`config.mk`:
```
export PLATFORM = sky130hd
export DESIGN_NAME = dpram_display_reader_flat
export DESIGN_NICKNAME = d
export VERILOG_FILES = /design/src/rtl/dpram_display_reader_if.sv /design/src/rtl/dpram_display_reader.sv /design/src/flat_wrapper.sv
export SDC_FILE = /design/constraint.sdc
export NUM_CORES = 1
export LEC_CHECK = 0
export CORE_MARGIN = 2
export CORE_UTILIZATION = 46
export DETAILED_ROUTE_END_ITERATION = 10
export GPL_ROUTABILITY_DRIVEN = 0
export PLACE_DENSITY = 0.81
export SLEW_MARGIN = 40
export SYNTH_ARGS = -nofsm -noshare
export SYNTH_HDL_FRONTEND = slang
export SYNTH_SLANG_ARGS = --single-unit
```
`constraint.sdc`:
```
create_clock -name clk -period 2.8 [get_ports clk]
set_clock_uncertainty 0.05 [all_clocks]
set_input_delay 0.56 -clock clk [delete_from_list [all_inputs] [get_ports clk]]
set_output_delay 0.56 -clock clk [all_outputs]
set_load 0.03 [all_outputs]
```
`src/rtl/dpram_display_reader_if.sv`:
```
// Port-B bus between the display reader and the dual-port RAM.
// The reader is master; the RAM port B is slave.
interface dpram_display_reader_if #(
  parameter int ADDR_WIDTH = 10,
  parameter int DATA_WIDTH = 16
);
  logic [ADDR_WIDTH-1:0] addr_b;
  logic [DATA_WIDTH-1:0] din_b;
  logic                  wen_b;
  logic [DATA_WIDTH-1:0] dout_b;

  modport master (
    output addr_b,
    output din_b,
    output wen_b,
    input  dout_b
  );

  modport slave (
    input  addr_b,
    input  din_b,
    input  wen_b,
    output dout_b
  );
endinterface

```
`src/rtl/dpram_display_reader.sv`:
```
// Periodic read-only port-B reader of the board RAM.
// Shows the captured word on a 4-digit multiplexed 7-segment display.
module dpram_display_reader #(
  parameter int ADDR_WIDTH  = 10,
  parameter int DATA_WIDTH  = 16,
  parameter int READ_PERIOD = 1000,
  parameter int REFRESH_DIV = 50000,
  parameter int SCAN_LAST   = 10
) (
  input  logic                  clk,
  input  logic                  reset,
  input  logic                  auto_scan,
  input  logic [ADDR_WIDTH-1:0] sel_addr,
  dpram_display_reader_if.master ram,
  output logic [DATA_WIDTH-1:0] word,
  output logic [ADDR_WIDTH-1:0] word_addr,
  output logic                  cap,
  output logic [3:0]            an,
  output logic [6:0]            seg
);
  localparam int HW = $clog2(READ_PERIOD + 1);
  localparam int RW = $clog2(REFRESH_DIV + 1);
  localparam logic [ADDR_WIDTH-1:0] LAST =
    ADDR_WIDTH'(SCAN_LAST);

  typedef enum logic [1:0] {
    ISSUE, WAIT, CAPTURE, HOLD
  } state_e;

  state_e                state_q;
  logic [ADDR_WIDTH-1:0] addr_q;
  logic [ADDR_WIDTH-1:0] ptr_q;
  logic [ADDR_WIDTH-1:0] waddr_q;
  logic [DATA_WIDTH-1:0] word_q;
  logic                  cap_q;
  logic                  mode_q;
  logic [HW-1:0]         hold_q;
  logic [RW-1:0]         ref_q;
  logic [1:0]            dig_q;
  logic [3:0]            an_q;
  logic [6:0]            seg_q;

  logic [ADDR_WIDTH-1:0] ptr_eff;
  logic [ADDR_WIDTH-1:0] ptr_nxt;
  logic [DATA_WIDTH-1:0] word_d;
  logic [RW-1:0]         ref_d;
  logic [1:0]            dig_d;
  logic [3:0]            nib;

  function automatic logic [6:0] hex7(input logic [3:0] n);
    case (n)
      4'h0: hex7 = 7'h40;
      4'h1: hex7 = 7'h79;
      4'h2: hex7 = 7'h24;
      4'h3: hex7 = 7'h30;
      4'h4: hex7 = 7'h19;
      4'h5: hex7 = 7'h12;
      4'h6: hex7 = 7'h02;
      4'h7: hex7 = 7'h78;
      4'h8: hex7 = 7'h00;
      4'h9: hex7 = 7'h10;
      4'hA: hex7 = 7'h08;
      4'hB: hex7 = 7'h03;
      4'hC: hex7 = 7'h46;
      4'hD: hex7 = 7'h21;
      4'hE: hex7 = 7'h06;
      default: hex7 = 7'h0E;
    endcase
  endfunction

  // an/seg are built from next-state word and digit so they move together
  always_comb begin
    ptr_eff = (ptr_q > LAST) ? '0 : ptr_q;
    ptr_nxt = (ptr_eff == LAST) ? '0 : ptr_eff + 1'b1;
    word_d  = (state_q == CAPTURE) ? ram.dout_b : word_q;
    ref_d   = ref_q + 1'b1;
    dig_d   = dig_q;
    if (ref_q == RW'(REFRESH_DIV - 1)) begin
      ref_d = '0;
      dig_d = dig_q + 1'b1;
    end
    nib = word_d[{dig_d, 2'b00} +: 4];
  end

  always_ff @(posedge clk) begin
    if (reset) begin
      state_q <= ISSUE;
      addr_q  <= '0;
      ptr_q   <= '0;
      waddr_q <= '0;
      word_q  <= '0;
      cap_q   <= 1'b0;
      mode_q  <= 1'b0;
      hold_q  <= '0;
      ref_q   <= '0;
      dig_q   <= '0;
      an_q    <= 4'b1110;
      seg_q   <= 7'h40;
    end else begin
      cap_q <= 1'b0;
      ref_q <= ref_d;
      dig_q <= dig_d;
      an_q  <= ~(4'b0001 << dig_d);
      seg_q <= hex7(nib);
      unique case (state_q)
        ISSUE: begin
          mode_q  <= auto_scan;
          addr_q  <= auto_scan ? ptr_eff : sel_addr;
          state_q <= WAIT;
        end
        WAIT: state_q <= CAPTURE;
        CAPTURE: begin
          word_q  <= ram.dout_b;
          waddr_q <= addr_q;
          cap_q   <= 1'b1;
          if (mode_q) ptr_q <= ptr_nxt;
          hold_q  <= '0;
          state_q <= HOLD;
        end
        HOLD: begin
          if (hold_q == HW'(READ_PERIOD - 1))
            state_q <= ISSUE;
          else
            hold_q <= hold_q + 1'b1;
        end
        default: state_q <= ISSUE;
      endcase
    end
  end

  assign ram.addr_b = addr_q;
  assign ram.din_b  = '0;
  assign ram.wen_b  = 1'b0;
  assign word       = word_q;
  assign word_addr  = waddr_q;
  assign cap        = cap_q;
  assign an         = an_q;
  assign seg        = seg_q;
endmodule

```
`src/flat_wrapper.sv`:
```
// flat-port wrapper written by rule: the top's interface ports become plain ports
module dpram_display_reader_flat 
#(
  parameter int ADDR_WIDTH  = 10,
  parameter int DATA_WIDTH  = 16,
  parameter int READ_PERIOD = 1000,
  parameter int REFRESH_DIV = 50000,
  parameter int SCAN_LAST   = 10
)
  (clk, reset, auto_scan, sel_addr, word, word_addr, cap, an, seg, ram_addr_b, ram_din_b, ram_wen_b, ram_dout_b);
  dpram_display_reader_if #(.ADDR_WIDTH(ADDR_WIDTH), .DATA_WIDTH(DATA_WIDTH)) ram_i ();
  input  logic clk;
  input  logic reset;
  input  logic auto_scan;
  input  logic [ADDR_WIDTH-1:0] sel_addr;
  output logic [DATA_WIDTH-1:0] word;
  output logic [ADDR_WIDTH-1:0] word_addr;
  output logic cap;
  output logic [3:0] an;
  output logic [6:0] seg;
  output wire logic [$bits(ram_i.addr_b)-1:0] ram_addr_b;
  output wire logic [$bits(ram_i.din_b)-1:0] ram_din_b;
  output wire logic [$bits(ram_i.wen_b)-1:0] ram_wen_b;
  input wire logic [$bits(ram_i.dout_b)-1:0] ram_dout_b;
  assign ram_addr_b = ram_i.addr_b;
  assign ram_din_b = ram_i.din_b;
  assign ram_wen_b = ram_i.wen_b;
  assign ram_i.dout_b = ram_dout_b;
  dpram_display_reader #(.ADDR_WIDTH(ADDR_WIDTH), .DATA_WIDTH(DATA_WIDTH), .READ_PERIOD(READ_PERIOD), .REFRESH_DIV(REFRESH_DIV), .SCAN_LAST(SCAN_LAST)) u_core (.clk(clk), .reset(reset), .auto_scan(auto_scan), .sel_addr(sel_addr), .ram(ram_i), .word(word), .word_addr(word_addr), .cap(cap), .an(an), .seg(seg));
endmodule
```
[Yosys cells after proc, flatten, opt, wreduce, memory -nomap -nowiden]
Memories as Yosys holds them, arrays and structs flattened. A register that Yosys moved wholly into a read port is not among the register bits.
Index checks and enable logic that the tools add are counted.
Storage, ports and cells
  register bits: 82
  ROM bits: 112
  word-level logic and storage cells: 43
  memories kept: 1
Cells by class
  $add $sub $neg: 4
  order comparisons: 1
  eq/ne operators: 8
  shift operators: 2
  muxes and demuxes: 10
  bitwise gates (word level): 1
  reduce and logical (&&, ||, !) cells: 5
Memory list
  (name not given): depth 16, width 7, rd ports 1, clocked after memory_dff 1, wr ports 0, RTL line dpram_display_reader.sv:51  | case (n)
Operators by type and width (count)
  2-to-1 mux 10 bit: 4
  adder 10 x 1 -> 10 bit, second input constant: 2
  case mux 10 bit (2 select lines): 1
  adder 16 x 1 -> 16 bit, second input constant: 1
  equality test 16 bit, second input constant: 1
  2-to-1 mux 16 bit: 1
  indexed part select 16 x 5 -> 4 bit: 1
  equality test 10 bit, second input constant: 1
  equality test 10 x 4 -> 1 bit, second input constant: 1
  > comparator 10 x 4 -> 1 bit, second input constant: 1
  case mux 2 bit (4 select lines): 1
  equality test 2 bit, second input constant: 2
  2-to-1 mux 2 bit: 2
  NOT 4 bit: 1
  AND reduction 2 bit: 2
  << shifter 1 x 2 -> 4 bit, first input constant: 1
  adder 2 x 1 -> 2 bit, second input constant: 1
  equality test 2 x 1 -> 1 bit, second input constant: 1
  zero test 2 bit: 1
  != test 2 x 1 -> 1 bit, second input constant: 1
  != test 2 bit, second input constant: 1
  nonzero test 2 bit: 1
  OR reduction 2 bit: 1
  2-to-1 mux 1 bit: 1

[Longest topological paths before layout]
  depth after elaboration: 4
  mapped depth: 13
  mapped depth without buffers: 11

[Worst setup path before layout]
Ideal clock, no wire load.
  kind: register -> register
  start: register u_core.ref_q[4]
  end: register u_core.seg_q[0], in the netlist u_core.seg[0]
  library setup time: 0.082 ns
  arrival: 2.700 ns
  slack: -0.032 ns
  cell stages (with the launch flop): 10
  clock period less this slack: 2.832 ns
  cell sequence: dfxtp_1 -> or4_4 -> nor4_4 -> buf_6 -> nor2_1 -> a2111o_1 -> inv_1 -> ha_1 -> or4b_1 -> o221ai_1
On the way
  word-level cells in the longest chain between the ends: 3
RTL lines
  start, declared: RTL line dpram_display_reader.sv:38  | logic [RW-1:0] ref_q;
  start signal, assigned: RTL line dpram_display_reader.sv:101  | ref_q <= ref_d;
  equality test 16 bit: RTL line dpram_display_reader.sv:78  | if (ref_q == RW'(REFRESH_DIV - 1)) begin
  2-to-1 mux 2 bit: RTL line dpram_display_reader.sv:78
  indexed part select 16 x 5 -> 4 bit: RTL line dpram_display_reader.sv:82  | nib = word_d[{dig_d, 2'b00} +: 4];
  end, declared: RTL line dpram_display_reader.sv:41  | logic [6:0] seg_q;
Every way passes these cells.
A chain may end at the register's enable or synchronous reset.

[Final worst setup path]
  start: register u_core.ref_q[11]
  end: register u_core.seg_q[0], in the netlist u_core.seg[0]
Same word-level chain as after synthesis.

==> results by group <==
Synth
  • Synth Flop Type: dfxtp_1
  • Yosys synthesis warning count: 0
  • Fraction of registers with async set/reset: 0
  • Mean Syn Cell Area: 9.51 µm²
  • Syn Inst Count: 454
  • Synth top area cells: dfxtp_1, mux2i_1, nor2_1, ha_1, buf_4
  • FF+latch count, synth: 89
  • Synth top cells by count: dfxtp_1, nor2_1, mux2i_1
  • Cell area after synthesis: 4320 µm²
  • Area fraction of the dominant cell type after synthesis: 0.413
  • Seq/Total Area, Yosys: 0.413
  • Distinct cell type count after synthesis: 58
  • Most common cell in the synthesized netlist: dfxtp_1
  • Yosys top cell by area: dfxtp_1
  • Post-synth EDFFs: 0

Routing
  • Routed Antenna Nets: 0
  • Drt wl/cell: 14.2 µm
  • Vias per Instance: 5.21
  • Drt pass-1 iters: 4
  • WL final: 9.36 mm
  • Vias post-DR: 3434
  • DRT iter0 DRCs: 91
  • DRC: 0

Global route
  • Largest net degree at the start of global routing: 37
  • Vias in the first global route: 3336
  • Gr usage total: 0.184
  • Initial antenna violation count: 0
  • First-pass GRT wire length: 15.0 mm
  • Global route overflow: 0

Pwr
  • PwrDens: 747 nW/µm²
  • Total Power: 4.12 mW
  • Peak supply drop: 0.410 mV
  • Leakage power: 2.08 nW

Setup path
  • Worst R2R Path Depth: 8
  • Critical Path RT: 3.03 ns
  • CP cell instances: or4_4 -> nor4_4 -> buf_4 -> nor3b_2 -> nor4_4 -> ha_2 -> or4b_4 -> o221ai_2
  • Slowest cell on crit path: or4_4
  • Critical R2R Launch: u_core.ref_q[11]
  • Crit-path most repeated cell: nor4_4
  • WS Path Type: flip-flop to flip-flop
  • Crit path depth: 8
  • CP max FO: 4
  • Worst Setup Start Kind: flip-flop
  • CP startpoint: u_core.ref_q[11]
  • Critical Path Max Stage Delay: 0.56 ns
  • Crit. End Element: flip-flop
  • CP arrival: 2.99 ns
  • CP delay by family, top: simple AND/OR/NAND/NOR gates
  • CP bufs+invs: 1

Clocking
  • CTS tree: done
  • H-tree lvl count: 3
  • CTS sink cnt: 89
  • Worst skew pair latency: 0.36 ns
  • Num CTS Buffers: 9
  • CTS Hold Buffers Added: 0
  • Clock-pin slew of the registers on the worst-case setup and hold paths: 0.09 ns
  • Root buffer cell: clkbuf_8
  • Clock tree buffer depth: 2

Outcome
  • Status: complete, no violations

Timing
  • Final min period: 2.76 ns
  • Final period utilization: 0.987
  • Fin. Hold Viols: 0
  • Pins over their slew limit: 0
  • Worst slew margin: 0.546
  • Setup Viol. Count Final: 0
  • RSZ-0062 raised after global routing: yes
  • Hold WS: 0.397 ns
  • Max Freq: 362 MHz
  • Worst Tran Pin Value: 0.681 ns

Flow run
  • Max-cap violation count: 0

Floorplanning
  • # rows: 35
  • Total core area: 9150 µm²
  • DIE HEIGHT: 101 µm
  • I/O pins: 94
  • Width of the die: 101 µm
  • Die area: 10200 µm²
  • Initial Util: 0.471

Placement
  • IO Port Bufs: 76
  • Placed Area: 5200 µm²
  • Post-DP HPWL: 6.83 mm
  • Placed Instances: 641

Worst hold path
  • HP Start: u_core.ref_q[0]
  • Hold Crit Depth: 1
  • Hold Path Class: flip-flop to flip-flop

Cells and area
  • Non-Filler Instances: 659
  • Register area: 1780 µm²
  • Share of layout cells above drive strength 1: 0.151
  • Final nets: 586
  • Antenna cells: 0
  • Area grow syn2layout: 27.9%
  • Multi-input gate area: 2390 µm²
  • Fill cells: 733
  • Final instance area: 5520 µm²
==> routing by layer <==
metal | track usage | vias to the layer above | routed length (µm)
met5 | 0 | - | 0
met4 | 0.0864 | 0 | 211
met3 | 0.0485 | 17 | 427
met2 | 0.310 | 74 | 4730
met1 | 0.218 | 1641 | 3990
li1 | - | 1702 | -
==> area by class of cell <==
| cell class | count | area share |
|---|---|---|
| Timing Repair Buffer | 103 | 0.176 |
| Sequential cell | 89 | 0.323 |
| Inverter | 12 | 0.00816 |
| Clock inverter | 6 | 0.0122 |
| Clock buffer | 9 | 0.0224 |
| Multi-Input combinational cell | 329 | 0.433 |
| Tap cell | 111 | 0.0252 |
==> through the flow <==
| step | TNS, ns | setup slack (ns) | utilization |
|---|---|---|---|
| 2_1_floorplan | 0 | 0.00591 | - |
| 3_3_place_gp | 0 | 0.0569 | 0.569 |
| 3_5_place_dp | -0.0464 | -0.0464 | 0.569 |
| 4_1_cts | 0 | 0.000804 | 0.590 |
| 5_1_grt | -0.439 | -0.110 | 0.603 |
| 6_report | 0 | 0.0377 | 0.603 |
==> power breakdown <==
group | internal [mW] | total (mW) | switching, mW | leakage (nW)
Sequential | 1.42 | 1.52 | 0.101 | 0.723
Combinational | 0.754 | 1.73 | 0.980 | 1.26
Clock | 0.410 | 0.867 | 0.457 | 0.0917
Total | 2.59 | 4.12 | 1.54 | 2.08
==> repair_timing <==
item	CTS	global route
buffers inserted	0	3
resized for setup	1	19
pin swaps	0	9
endpoints found under the setup margin	1	7
==> registers in the layout, summed over array words and instances (netlist names) <==
| register | flops |
|---|---|
| u_core.word | 16 |
| u_core.ram.addr_b | 10 |
| u_core.mode_q | 1 |
| u_core.seg | 7 |
| u_core.ref_q | 16 |
| u_core.dig_q | 2 |
| u_core.hold_q | 10 |
| u_core.state_q | 2 |
| u_core.word_addr | 10 |
| u_core.an | 4 |
| u_core.ptr_q | 10 |
| u_core.cap | 1 |
==> path summary, 6_finish.rpt <==
| path | endpoint | slack [ns] |
|---|---|---|
| max | u_core.seg[0] | 0.04 |
| min | u_core.ref_q[0] | 0.40 |
| max reg2reg | u_core.seg[0] | 0.04 |
| min reg2reg | u_core.ref_q[0] | 0.40 |
==> cell usage in the layout (no fill, tap or decap), types with 4 or more instances in the layout <==
master           instances
nor2_1                  71
nand3_1                 19
a21oi_1                 16
conb_1                  17
nor3_1                   8
nand2b_1                 4
ha_1                     9
dfxtp_1                 88
xor2_1                  13
nand2_1                 21
and2_1                   7
clkdlybuf4s50_1         75
clkbuf_8                 9
xnor2_1                  8
nand4_1                  5
buf_4                   24
inv_1                    9
mux2i_1                 43
mux4_2                   5
o21ai_0                  4
nor2b_1                 15
==> cells by family (layout without fill, tap and decap cells) <==
group | after synthesis | in the layout | synth area share
flops | 89 | 89 | 0.413
xor+xnor | 22 | 22 | 0.0490
fa+ha+maj | 13 | 13 | 0.0377
mux | 51 | 51 | 0.134
simple gates | 185 | 185 | 0.233
buf+inv | 52 | 130 | 0.0678
compound gates | 41 | 41 | 0.0652
other cells | 1 | 17 | 0.000869
==> worst register-to-register path, cell delays in order (launching register included) <==
cell and delay, ns:
dfxtp_2 0.32, or4_4 0.56, nor4_4 0.38, buf_4 0.20, nor3b_2 0.06, nor4_4 0.36
ha_2 0.24, or4b_4 0.46, o221ai_2 0.07
Note: power is estimated with default switching activity, not from simulation.
